## src/rtl/seq_mul_feeder.sv

```systemverilog
// Transmit-side controller for a bit-serial sequential multiplier: accepts Q/M,
// clears the multiplier, streams M out LSB first, then captures and presents the product.
module seq_mul_feeder #(
   parameter int WIDTH = 8,
   parameter int LAT   = 1
) (
   input  logic                 clk,
   input  logic                 reset,
   input  logic                 in_valid,
   output logic                 in_ready,
   input  logic [WIDTH-1:0]     q_in,
   input  logic [WIDTH-1:0]     m_in,
   output logic [WIDTH-1:0]     mul_q,
   output logic                 mul_clr,
   output logic                 mul_frame,
   output logic                 mul_bit,
   input  logic [2*WIDTH-1:0]   mul_prod,
   output logic                 out_valid,
   input  logic                 out_ready,
   output logic [2*WIDTH-1:0]   out_prod
);

   // state  | meaning
   // IDLE   | waiting for an operand pair
   // CLR    | one-clock clear pulse to the multiplier
   // SHIFT  | WIDTH clocks of framed serial bits, LSB first
   // WAIT   | LAT clocks of multiplier latency, product sampled on the last
   // RESP   | product held on the result port until the handshake
   typedef enum logic [2:0] {
      S_IDLE,
      S_CLR,
      S_SHIFT,
      S_WAIT,
      S_RESP
   } state_t;

   localparam int CW = (WIDTH > 1) ? $clog2(WIDTH) : 1;

   state_t            r_state;
   state_t            w_next;
   logic [WIDTH-1:0]  r_q;
   logic [WIDTH-1:0]  r_shreg;
   logic [CW-1:0]     r_bit_cnt;
   logic [3:0]        r_wait_cnt;
   logic [2*WIDTH-1:0] r_prod;

   logic w_accept;
   logic w_shift_last;
   logic w_wait_last;

   assign w_accept     = (r_state == S_IDLE) && in_valid;
   assign w_shift_last = (r_bit_cnt == CW'(WIDTH - 1));
   assign w_wait_last  = (r_wait_cnt == 4'(LAT - 1));

   always_ff @(posedge clk or posedge reset) begin
      if (reset) begin
         r_state <= S_IDLE;
      end else begin
         r_state <= w_next;
      end
   end

   always_comb begin
      w_next = r_state;
      case (r_state)
         S_IDLE:  if (in_valid) w_next = S_CLR;
         S_CLR:   w_next = S_SHIFT;
         S_SHIFT: if (w_shift_last) w_next = S_WAIT;
         S_WAIT:  if (w_wait_last) w_next = S_RESP;
         S_RESP:  if (out_ready) w_next = S_IDLE;
         default: w_next = S_IDLE;
      endcase
   end

   // Q is held from accept to the next accept so the multiplier sees a stable multiplicand.
   always_ff @(posedge clk or posedge reset) begin
      if (reset) begin
         r_q        <= '0;
         r_shreg    <= '0;
         r_bit_cnt  <= '0;
         r_wait_cnt <= '0;
         r_prod     <= '0;
      end else begin
         if (w_accept) begin
            r_q     <= q_in;
            r_shreg <= m_in;
         end
         if (r_state == S_CLR) begin
            r_bit_cnt <= '0;
         end
         if (r_state == S_SHIFT) begin
            r_shreg   <= r_shreg >> 1;
            r_bit_cnt <= r_bit_cnt + CW'(1);
            if (w_shift_last) begin
               r_wait_cnt <= '0;
            end
         end
         if (r_state == S_WAIT) begin
            r_wait_cnt <= r_wait_cnt + 4'd1;
            if (w_wait_last) begin
               r_prod <= mul_prod;
            end
         end
      end
   end

   assign in_ready  = (r_state == S_IDLE);
   assign mul_clr   = (r_state == S_CLR);
   assign mul_frame = (r_state == S_SHIFT);
   assign mul_bit   = (r_state == S_SHIFT) && r_shreg[0];
   assign out_valid = (r_state == S_RESP);
   assign mul_q     = r_q;
   assign out_prod  = r_prod;

endmodule

```

## config.mk

```make
export PLATFORM = sky130hd
export DESIGN_NAME = seq_mul_feeder
export DESIGN_NICKNAME = d
export VERILOG_FILES = /design/src/rtl/seq_mul_feeder.sv
export SDC_FILE = /design/constraint.sdc
export NUM_CORES = 1
export LEC_CHECK = 0
export BUFFER_PORTS_ARGS = -buffer_cell sky130_fd_sc_hd__buf_2
export CAP_MARGIN = 40
export CORE_ASPECT_RATIO = 1.1
export CORE_MARGIN = 2
export CORE_UTILIZATION = 44
export DETAILED_ROUTE_END_ITERATION = 6
export GPL_TIMING_DRIVEN = 0
export PLACE_DENSITY = 0.83
export SLEW_MARGIN = 10
export SYNTH_ARGS = -nofsm -noshare
export SYNTH_HDL_FRONTEND = slang
export SYNTH_SLANG_ARGS = --single-unit
```

## constraint.sdc

```tcl
create_clock -name clk -period 1.61 [get_ports clk]
set_input_delay 0.161 -clock clk [delete_from_list [all_inputs] [get_ports clk]]
set_output_delay 0.161 -clock clk [all_outputs]
set_load 0.03 [all_outputs]
```

==> results of run 1 <==
==> layout make-up <==
class | count | area share, %
Sequential cell | 42 | 40.96
Multi-Input combinational cell | 80 | 29.99
Timing Repair Buffer | 80 | 18.77
Buffer | 7 | 3.169
Clock buffer | 7 | 2.974
Tap cell | 52 | 2.535
Inverter | 11 | 1.609
==> metal layers <==
layer  vias to the layer above  track usage [%]  wire length (um)
met3                        11            3.086               148
met1                       682            19.34              1590
met2                        40            29.33              2187
met5                         -                0                 0
li1                        661                -                 -
met4                         0            10.43                99
==> cell families (layout without fill, tap and decap cells) <==
family	after synthesis	after routing	synth area share [%]
simple gates	28	28	10.15
compound gates	22	22	8.753
buf+inv	18	105	5.504
fa+ha+maj	4	4	2.653
flops	42	42	55.70
mux	26	26	17.24
==> layout by cell type, fill, tap and decap left out, types with 3 or more instances in the layout <==
| cell | instances |
|---|---|
| o21ai_0 | 9 |
| dfrtp_1 | 42 |
| mux2_4 | 10 |
| inv_1 | 7 |
| buf_4 | 14 |
| mux2_2 | 15 |
| ha_1 | 3 |
| nand2_1 | 5 |
| buf_2 | 63 |
| nor2_1 | 4 |
| a22oi_1 | 3 |
| buf_6 | 6 |
| clkbuf_8 | 5 |
| o221a_2 | 3 |
| or2b_1 | 3 |
| nor3_1 | 3 |
| inv_2 | 4 |
==> critical path, stage by stage, from the launching register on <==
cell     delay (ns)
dfrtp_1        0.39
buf_4          0.14
nor4b_4        0.37
buf_4          0.22
or2b_1         0.23
o221a_2        0.12
==> where the power goes <==
part / internal (uW) / leakage [uW] / switching (uW) / total, uW
registers: 1570 / 0.000503 / 288 / 1860
clock network: 299 / 0.0000383 / 337 / 635
logic: 1470 / 0.000755 / 1690 / 3160
==> sequential cells by signal, summed over array words and instances (netlist names) <==
| name | count |
|---|---|
| mul_q | 8 |
| r_state | 3 |
| r_bit_cnt | 3 |
| r_shreg | 8 |
| out_prod | 16 |
| r_wait_cnt | 4 |
==> stage by stage <==
stage / power, uW / std cells / hold WS [ns] / setup slack [ns]
5_1_grt: 6001 / 279 / 0.05788 / -0.03430
2_1_floorplan: 3893 / 140 / 0.2683 / 0.03280
3_3_place_gp: 4503 / 256 / 0.3544 / -0.1188
6_report: 5657 / 279 / 0.06127 / 0.02362
4_1_cts: 5433 / 270 / 0.04715 / -0.04246
3_5_place_dp: 4594 / 257 / 0.1318 / -0.1394
==> worst paths after layout <==
kind                                      end  slack [ns]
max in group asynchronous       r_wait_cnt[3]        0.79
min in group asynchronous            mul_q[1]        0.37
worst min-delay path               r_state[2]        0.06
worst max-delay path               r_shreg[2]        0.02
worst min register to register       mul_q[5]        0.51
worst max register to register     r_shreg[2]        0.02
==> synth_stat cells (all sizes together) <==
cell and number:
dfrtp 42, mux2 25, inv 11, o21ai 9, buf 7, nand2 7
nor2 5, ha 4, a22oi 3, nor3 3, nor3b 3, o221a 3
or2b 3, a22o 2, nor2b 2, a221oi 1, a31oi 1, a41oi 1
and2 1, and3b 1, and4bb 1, mux2i 1, nor4b 1, o22a 1
o31ai 1, or2 1
==> what timing repair did <==
| action | CTS | global route |
|---|---|---|
| gates resized for setup | 12 | 6 |
| hold buffers | 1 | 0 |
| endpoints found under the hold margin | 13 | 0 |
| pin swaps | 3 | 2 |
| setup endpoints to repair | 18 | 19 |
| buffers inserted | 5 | 8 |
| gates cloned | 0 | 1 |
==> metrics.txt, run 1 <==
# TYPE chip_impl_metric gauge
chip_impl_info{name="run_status",value="finished, final reports clean"} 1
chip_impl_metric{name="cts_sinks",unit=""} 42
chip_impl_metric{name="fraction_of_final_layout_cells_sized_beyond_drive_strength_1",unit="%"} 59.03
chip_impl_metric{name="cp_required",unit="ns"} 1.79
chip_impl_metric{name="relSlewSlack",unit="%"} 64.82
chip_impl_metric{name="timing_max_transition_violations_final",unit=""} 0
chip_impl_metric{name="floorplan.core_area",unit="um^2"} 4054
chip_impl_metric{name="max-vdd-ir-drop",unit="V"} 0.001051
chip_impl_metric{name="starting_density",unit="%"} 46.54
chip_impl_metric{name="syn-num-nets",unit=""} 180
chip_impl_metric{name="clock-skew-final",unit="ns"} 0.007976
chip_impl_info{name="critPathLaunchType",value="flip-flop"} 1
chip_impl_info{name="holdCritPathClass",value="in -> reg"} 1
chip_impl_metric{name="worst_hold_path_depth",unit=""} 2
chip_impl_metric{name="buffer_ports.inserted",unit=""} 64
chip_impl_info{name="synth.largest_area_cell",value="dfrtp_1"} 1
chip_impl_metric{name="period_minus_slack",unit="ns"} 1.586
chip_impl_metric{name="num-nets-final",unit=""} 267
chip_impl_metric{name="io-pin-count",unit=""} 65
chip_impl_metric{name="yosysUniqueCellTypes",unit=""} 32
chip_impl_metric{name="drt_pre_antenna_iters",unit=""} 4
chip_impl_metric{name="post-dp-hpwl",unit="mm"} 2.695
chip_impl_info{name="worstReg2RegStart",value="r_state[0]"} 1
chip_impl_metric{name="layout.core_utilization",unit="%"} 63.30
chip_impl_metric{name="synth_seq_area_share",unit="%"} 55.70
chip_impl_metric{name="final.period_utilization",unit="%"} 98.53
chip_impl_info{name="critical_path_class",value="reg -> reg"} 1
chip_impl_metric{name="die_area",unit="um^2"} 4829
chip_impl_metric{name="core.rowCount",unit=""} 24
chip_impl_metric{name="clk_latency",unit="ns"} 0.30
chip_impl_metric{name="detail_route.wirelength",unit="mm"} 4.026
chip_impl_metric{name="static-leakage-power",unit="uW"} 0.001297
chip_impl_metric{name="synth_area_per_cell",unit="um^2"} 13.48
chip_impl_metric{name="fin_tns_setup",unit="ns"} 0
chip_impl_metric{name="timing.reg2reg.worst_path_depth",unit=""} 5
chip_impl_metric{name="grt.overflow.total",unit=""} 0
chip_impl_metric{name="cp.arrival",unit="ns"} 1.77
chip_impl_metric{name="tightest_slew",unit="ns"} 0.5266
chip_impl_metric{name="syn-instance-count",unit=""} 140
chip_impl_metric{name="pin_count_of_the_biggest_net_entering_global_routing",unit=""} 30
chip_impl_metric{name="clock_pin_slew_on_the_worst_setup_and_hold_paths",unit="ns"} 0.08
chip_impl_metric{name="synth.ff_latch_count",unit=""} 42
chip_impl_metric{name="fin_area",unit="um^2"} 2566
chip_impl_info{name="hold_start",value="out_ready"} 1
chip_impl_metric{name="number_of_warning_messages_in_the_yosys_log",unit=""} 0
chip_impl_metric{name="route.detailed.vias_per_inst",unit=""} 4.996
chip_impl_metric{name="grtUsageTotal",unit="%"} 16.99
chip_impl_metric{name="detail_route.drc_violations",unit=""} 0
chip_impl_info{name="critical_path.endpoint_type",value="flip-flop"} 1
chip_impl_metric{name="route.vias.total",unit=""} 1394
chip_impl_metric{name="num_antenna_cells",unit=""} 0
chip_impl_metric{name="drtAntennaViolNets",unit=""} 0
chip_impl_metric{name="die-width",unit="um"} 66.44
chip_impl_metric{name="initial_antenna_violation_count",unit=""} 0
chip_impl_metric{name="grt_first_pass_wirelength",unit="mm"} 6.203
chip_impl_metric{name="final-hold-violation-count",unit=""} 0
chip_impl_metric{name="maxCapViolCount",unit=""} 0
chip_impl_metric{name="first_global_vias",unit=""} 1481
chip_impl_info{name="tritoncts_clock_tree",value="built"} 1
chip_impl_info{name="rsz0062_at_grt",value="yes"} 1
chip_impl_metric{name="num-fill-cells",unit=""} 316
chip_impl_info{name="cts-root-buf",value="clkbuf_8"} 1
chip_impl_metric{name="dr.first_iter.drc_count",unit=""} 37
chip_impl_metric{name="gpl.final_weighted_congestion",unit=""} 0.7723
chip_impl_metric{name="mappedNetlistArea",unit="um^2"} 1887
chip_impl_metric{name="maxClockFrequency",unit="MHz"} 630.4
chip_impl_metric{name="drt-wirelength-per-cell",unit="um"} 14.43
chip_impl_metric{name="multi_input_comb_area",unit="um^2"} 769.5
chip_impl_info{name="synth_top_cells_by_area",value="dfrtp_1 (56%), mux2_2 (9.5%), mux2_4 (7.2%), ha_1 (2.7%), o21ai_0 (2.4%)"} 1
chip_impl_metric{name="areaGrowthSynthToFinish",unit="%"} 36.01
chip_impl_metric{name="setup_viol_count_final",unit=""} 0
chip_impl_metric{name="ctsHtreeMaxLevel",unit=""} 2
chip_impl_info{name="timing.critical_path.from",value="r_state[0]"} 1
chip_impl_metric{name="path_max_fanout",unit=""} 6
chip_impl_metric{name="cts_buffer_depth",unit=""} 2
chip_impl_metric{name="ff_latch_area",unit="um^2"} 1051
chip_impl_metric{name="placement.cell_area",unit="um^2"} 2297
chip_impl_metric{name="synth_top_area_share",unit="%"} 55.70
chip_impl_metric{name="pwr_density_cell",unit="nW/um^2"} 2204
chip_impl_metric{name="die_y",unit="um"} 72.68
chip_impl_metric{name="tritoncts.num_buffers",unit=""} 5
(Power assumes the default switching activity.)
==> inputs of run 2 (changes only) <==
--- a/config.mk
+++ b/config.mk
@@ -9,10 +9,10 @@
 export CAP_MARGIN = 40
 export CORE_ASPECT_RATIO = 1.1
 export CORE_MARGIN = 2
-export CORE_UTILIZATION = 44
+export CORE_UTILIZATION = 49
 export DETAILED_ROUTE_END_ITERATION = 6
 export GPL_TIMING_DRIVEN = 0
-export PLACE_DENSITY = 0.83
+export PLACE_DENSITY = 0.78
 export SLEW_MARGIN = 10
 export SYNTH_ARGS = -nofsm -noshare
 export SYNTH_HDL_FRONTEND = slang
==> constraint.sdc (replaced) <==
create_clock -name clk -period 1.54 [get_ports clk]
set_input_delay 0.154 -clock clk [delete_from_list [all_inputs] [get_ports clk]]
set_output_delay 0.154 -clock clk [all_outputs]
set_load 0.03 [all_outputs]
==> run 2 against run 1 <==
  * The flow now finishes with violations (negative setup slack)
  * Register-to-register slack got worse by 0.08 ns
  * Routed wire length rose by 10%
  * Flip-flop and latch count did not move
  * Critical path type unchanged
  * Largest cell class unchanged
==> metrics.txt, run 2 (same netlist as run 1, synthesis figures left out) <==
# TYPE chip_impl_metric gauge
chip_impl_metric{name="static-leakage-power",unit="uW"} 0.001376
chip_impl_metric{name="buffer_ports.inserted",unit=""} 64
chip_impl_metric{name="final.period_utilization",unit="%"} 103.7
chip_impl_info{name="cts-root-buf",value="clkbuf_8"} 1
chip_impl_metric{name="detail_route.wirelength",unit="mm"} 4.447
chip_impl_metric{name="timing_max_transition_violations_final",unit=""} 0
chip_impl_metric{name="relSlewSlack",unit="%"} 78.27
chip_impl_metric{name="floorplan.core_area",unit="um^2"} 3655
chip_impl_metric{name="dr.first_iter.drc_count",unit=""} 47
chip_impl_metric{name="clock-skew-final",unit="ns"} 0.009183
chip_impl_info{name="timing.rr.end",value="out_prod[2]"} 1
chip_impl_metric{name="share_seq_of_total_power",unit="%"} 31.8
chip_impl_info{name="timing.critical_path.from",value="r_wait_cnt[0]"} 1
chip_impl_metric{name="cts_sinks",unit=""} 42
chip_impl_metric{name="gpl.final_weighted_congestion",unit=""} 0.7601
chip_impl_metric{name="grtUsageTotal",unit="%"} 19.87
chip_impl_metric{name="cts_buffer_depth",unit=""} 2
chip_impl_metric{name="switching_power",unit="uW"} 2528
chip_impl_info{name="critical_path_class",value="reg -> reg"} 1
chip_impl_metric{name="first_global_vias",unit=""} 1531
chip_impl_info{name="critPathLaunchType",value="flip-flop"} 1
chip_impl_metric{name="r2r_setup_slack",unit="ns"} -0.06
chip_impl_info{name="tritoncts_clock_tree",value="built"} 1
chip_impl_metric{name="intPower",unit="uW"} 3686
chip_impl_metric{name="die-width",unit="um"} 63.17
chip_impl_metric{name="route.vias.total",unit=""} 1446
chip_impl_metric{name="num-nets-final",unit=""} 275
chip_impl_metric{name="critPathMaxStageDelay",unit="ns"} 0.41
chip_impl_metric{name="core.rowCount",unit=""} 23
chip_impl_info{name="run_status",value="finished, violations left"} 1
chip_impl_metric{name="tightest_slew",unit="ns"} 0.3245
chip_impl_metric{name="p_clk_share",unit="%"} 10.7
chip_impl_metric{name="drt-wirelength-per-cell",unit="um"} 15.60
chip_impl_metric{name="route.detailed.vias_per_inst",unit=""} 5.074
chip_impl_metric{name="final-hold-violation-count",unit=""} 0
chip_impl_info{name="violations_in_the_final_reports",value="negative setup slack"} 1
chip_impl_info{name="timing.critical_path.slowest_stage_cell",value="dfrtp_1"} 1
chip_impl_metric{name="fin_area",unit="um^2"} 2676
chip_impl_metric{name="placedCellCount",unit=""} 254
chip_impl_metric{name="maxClockFrequency",unit="MHz"} 626.4
chip_impl_metric{name="grt_first_pass_wirelength",unit="mm"} 6.858
chip_impl_metric{name="path_max_fanout",unit=""} 5
chip_impl_info{name="final_common_cell",value="buf_2"} 1
chip_impl_metric{name="starting_density",unit="%"} 51.63
chip_impl_metric{name="count_of_non_filler_cells_in_the_finished_layout",unit=""} 285
chip_impl_metric{name="detail_route.drc_violations",unit=""} 0
chip_impl_metric{name="cp_required",unit="ns"} 1.71
chip_impl_info{name="holdCritPathClass",value="in -> reg"} 1
chip_impl_metric{name="share_comb_of_total_power",unit="%"} 57.6
chip_impl_metric{name="number_of_flip_flops_under_the_largest_register_name",unit=""} 16
chip_impl_info{name="hold_start",value="out_ready"} 1
chip_impl_metric{name="areaGrowthSynthToFinish",unit="%"} 41.84
chip_impl_metric{name="pwr_density_cell",unit="nW/um^2"} 2322
chip_impl_metric{name="pin_count_of_the_biggest_net_entering_global_routing",unit=""} 43
chip_impl_metric{name="setup_viol_count_final",unit=""} 11
chip_impl_metric{name="tritoncts.num_buffers",unit=""} 5
chip_impl_metric{name="die_y",unit="um"} 69.08
chip_impl_metric{name="period_minus_slack",unit="ns"} 1.596
chip_impl_metric{name="timing.reg2reg.worst_path_depth",unit=""} 6
chip_impl_info{name="mostFrequentLayoutCells",value="buf_2 (63), dfrtp_1 (42), mux2_4 (17)"} 1
chip_impl_metric{name="clock_pin_slew_on_the_worst_setup_and_hold_paths",unit="ns"} 0.07
chip_impl_metric{name="post-dp-hpwl",unit="mm"} 2.907
chip_impl_metric{name="max-vdd-ir-drop",unit="V"} 0.001248
chip_impl_info{name="worstPathCellList",value="inv_2, ha_4, nor3b_4, nand2_4, clkbuf_16, mux2_4"} 1
chip_impl_metric{name="power.share.switching",unit="%"} 40.69
chip_impl_metric{name="num_antenna_cells",unit=""} 0
chip_impl_metric{name="worst_hold_path_depth",unit=""} 2
chip_impl_metric{name="drtAntennaViolNets",unit=""} 0
chip_impl_metric{name="placement.cell_area",unit="um^2"} 2286
chip_impl_metric{name="p_total",unit="uW"} 6214
chip_impl_info{name="rsz0062_at_grt",value="yes"} 1
chip_impl_metric{name="fraction_of_final_layout_cells_sized_beyond_drive_strength_1",unit="%"} 61.70
chip_impl_metric{name="initial_antenna_violation_count",unit=""} 0
chip_impl_metric{name="clk_latency",unit="ns"} 0.29
chip_impl_info{name="holdPathEnd",value="r_state[2]"} 1
chip_impl_metric{name="ctsHtreeMaxLevel",unit=""} 2
chip_impl_metric{name="drt_pre_antenna_iters",unit=""} 5
chip_impl_metric{name="cp.arrival",unit="ns"} 1.77
chip_impl_metric{name="maxCapViolCount",unit=""} 0
chip_impl_metric{name="finalHoldWorstSlack",unit="ns"} 0.07275
chip_impl_metric{name="die_area",unit="um^2"} 4363
chip_impl_info{name="worstReg2RegStart",value="r_wait_cnt[0]"} 1
chip_impl_metric{name="io-pin-count",unit=""} 65
chip_impl_metric{name="grt.overflow.total",unit=""} 0
chip_impl_info{name="critical_path.endpoint_type",value="flip-flop"} 1
chip_impl_metric{name="final.setup.worst_slack",unit="ns"} -0.05635
chip_impl_metric{name="fin_tns_setup",unit="ns"} -0.3547
run 2: per-layer routing:
layer | up-vias | wire, um | global-route usage, %
met2 | 35 | 2448 | 36.05
met1 | 732 | 1823 | 22.05
met3 | 2 | 145 | 5.383
met4 | 0 | 30 | 6.914
met5 | - | 0 | 0
li1 | 677 | - | -
run 2: repair_timing:
action,in CTS,in global routing
pin swaps,2,4
gates resized for setup,15,16
cloned,0,3
hold endpoints to repair,0,8
setup endpoints to repair,27,35
hold buffers,0,1
setup buffers,10,9
run 2: layout make-up:
cell class                 instances  area (um^2)
buffer                             7        87.58
clock buffer                       5        68.82
clock inverter                     2        10.01
fill                             245        978.4
inverter                          11        41.29
multi-input combinational         80        800.8
sequential                        42         1051
tap                               50        62.56
timing repair buffer              88        554.3
run 2: worst max path at each step:
stage	to	slack (ns)	cells past startpoint
2_1_floorplan	mul_q[1]	-0.01	4
3_3_place_gp	mul_q[3]	-0.16	4
3_5_place_dp	mul_q[2]	-0.21	4
4_1_cts	mul_bit	-0.05	7
5_1_grt	out_prod[2]	-0.10	6
6_report	out_prod[2]	-0.06	6
run 2: critical path: cells and delay by family (launching register included):
family / cells / cell delay [ns]
AND/OR/NAND/NOR: 2 / 0.37
multiplexers: 1 / 0.30
flip-flops: 1 / 0.41
adder cells (fa/ha/maj): 1 / 0.13
buffers and inverters: 2 / 0.28
run 2: power by group through the flow:
| stage | Clock [uW] | Sequential, uW | Combinational (uW) |
|---|---|---|---|
| global placement | 0 | 1920 | 2790 |
| global route | 735 | 2030 | 3800 |
| finish | 665 | 1970 | 3580 |
| detailed placement | 0 | 1970 | 2900 |
| floorplan | 0 | 2570 | 1540 |
| CTS | 680 | 1960 | 3210 |
run 2: metrics by stage:
step | util, % | setup WS [ns]
final | 73.23 | -0.05635
after global routing | 73.23 | -0.1015
after CTS | 67.99 | -0.04873
after detailed placement | 62.55 | -0.2055
after global placement | 62.55 | -0.1590
after floorplan | - | -0.01179
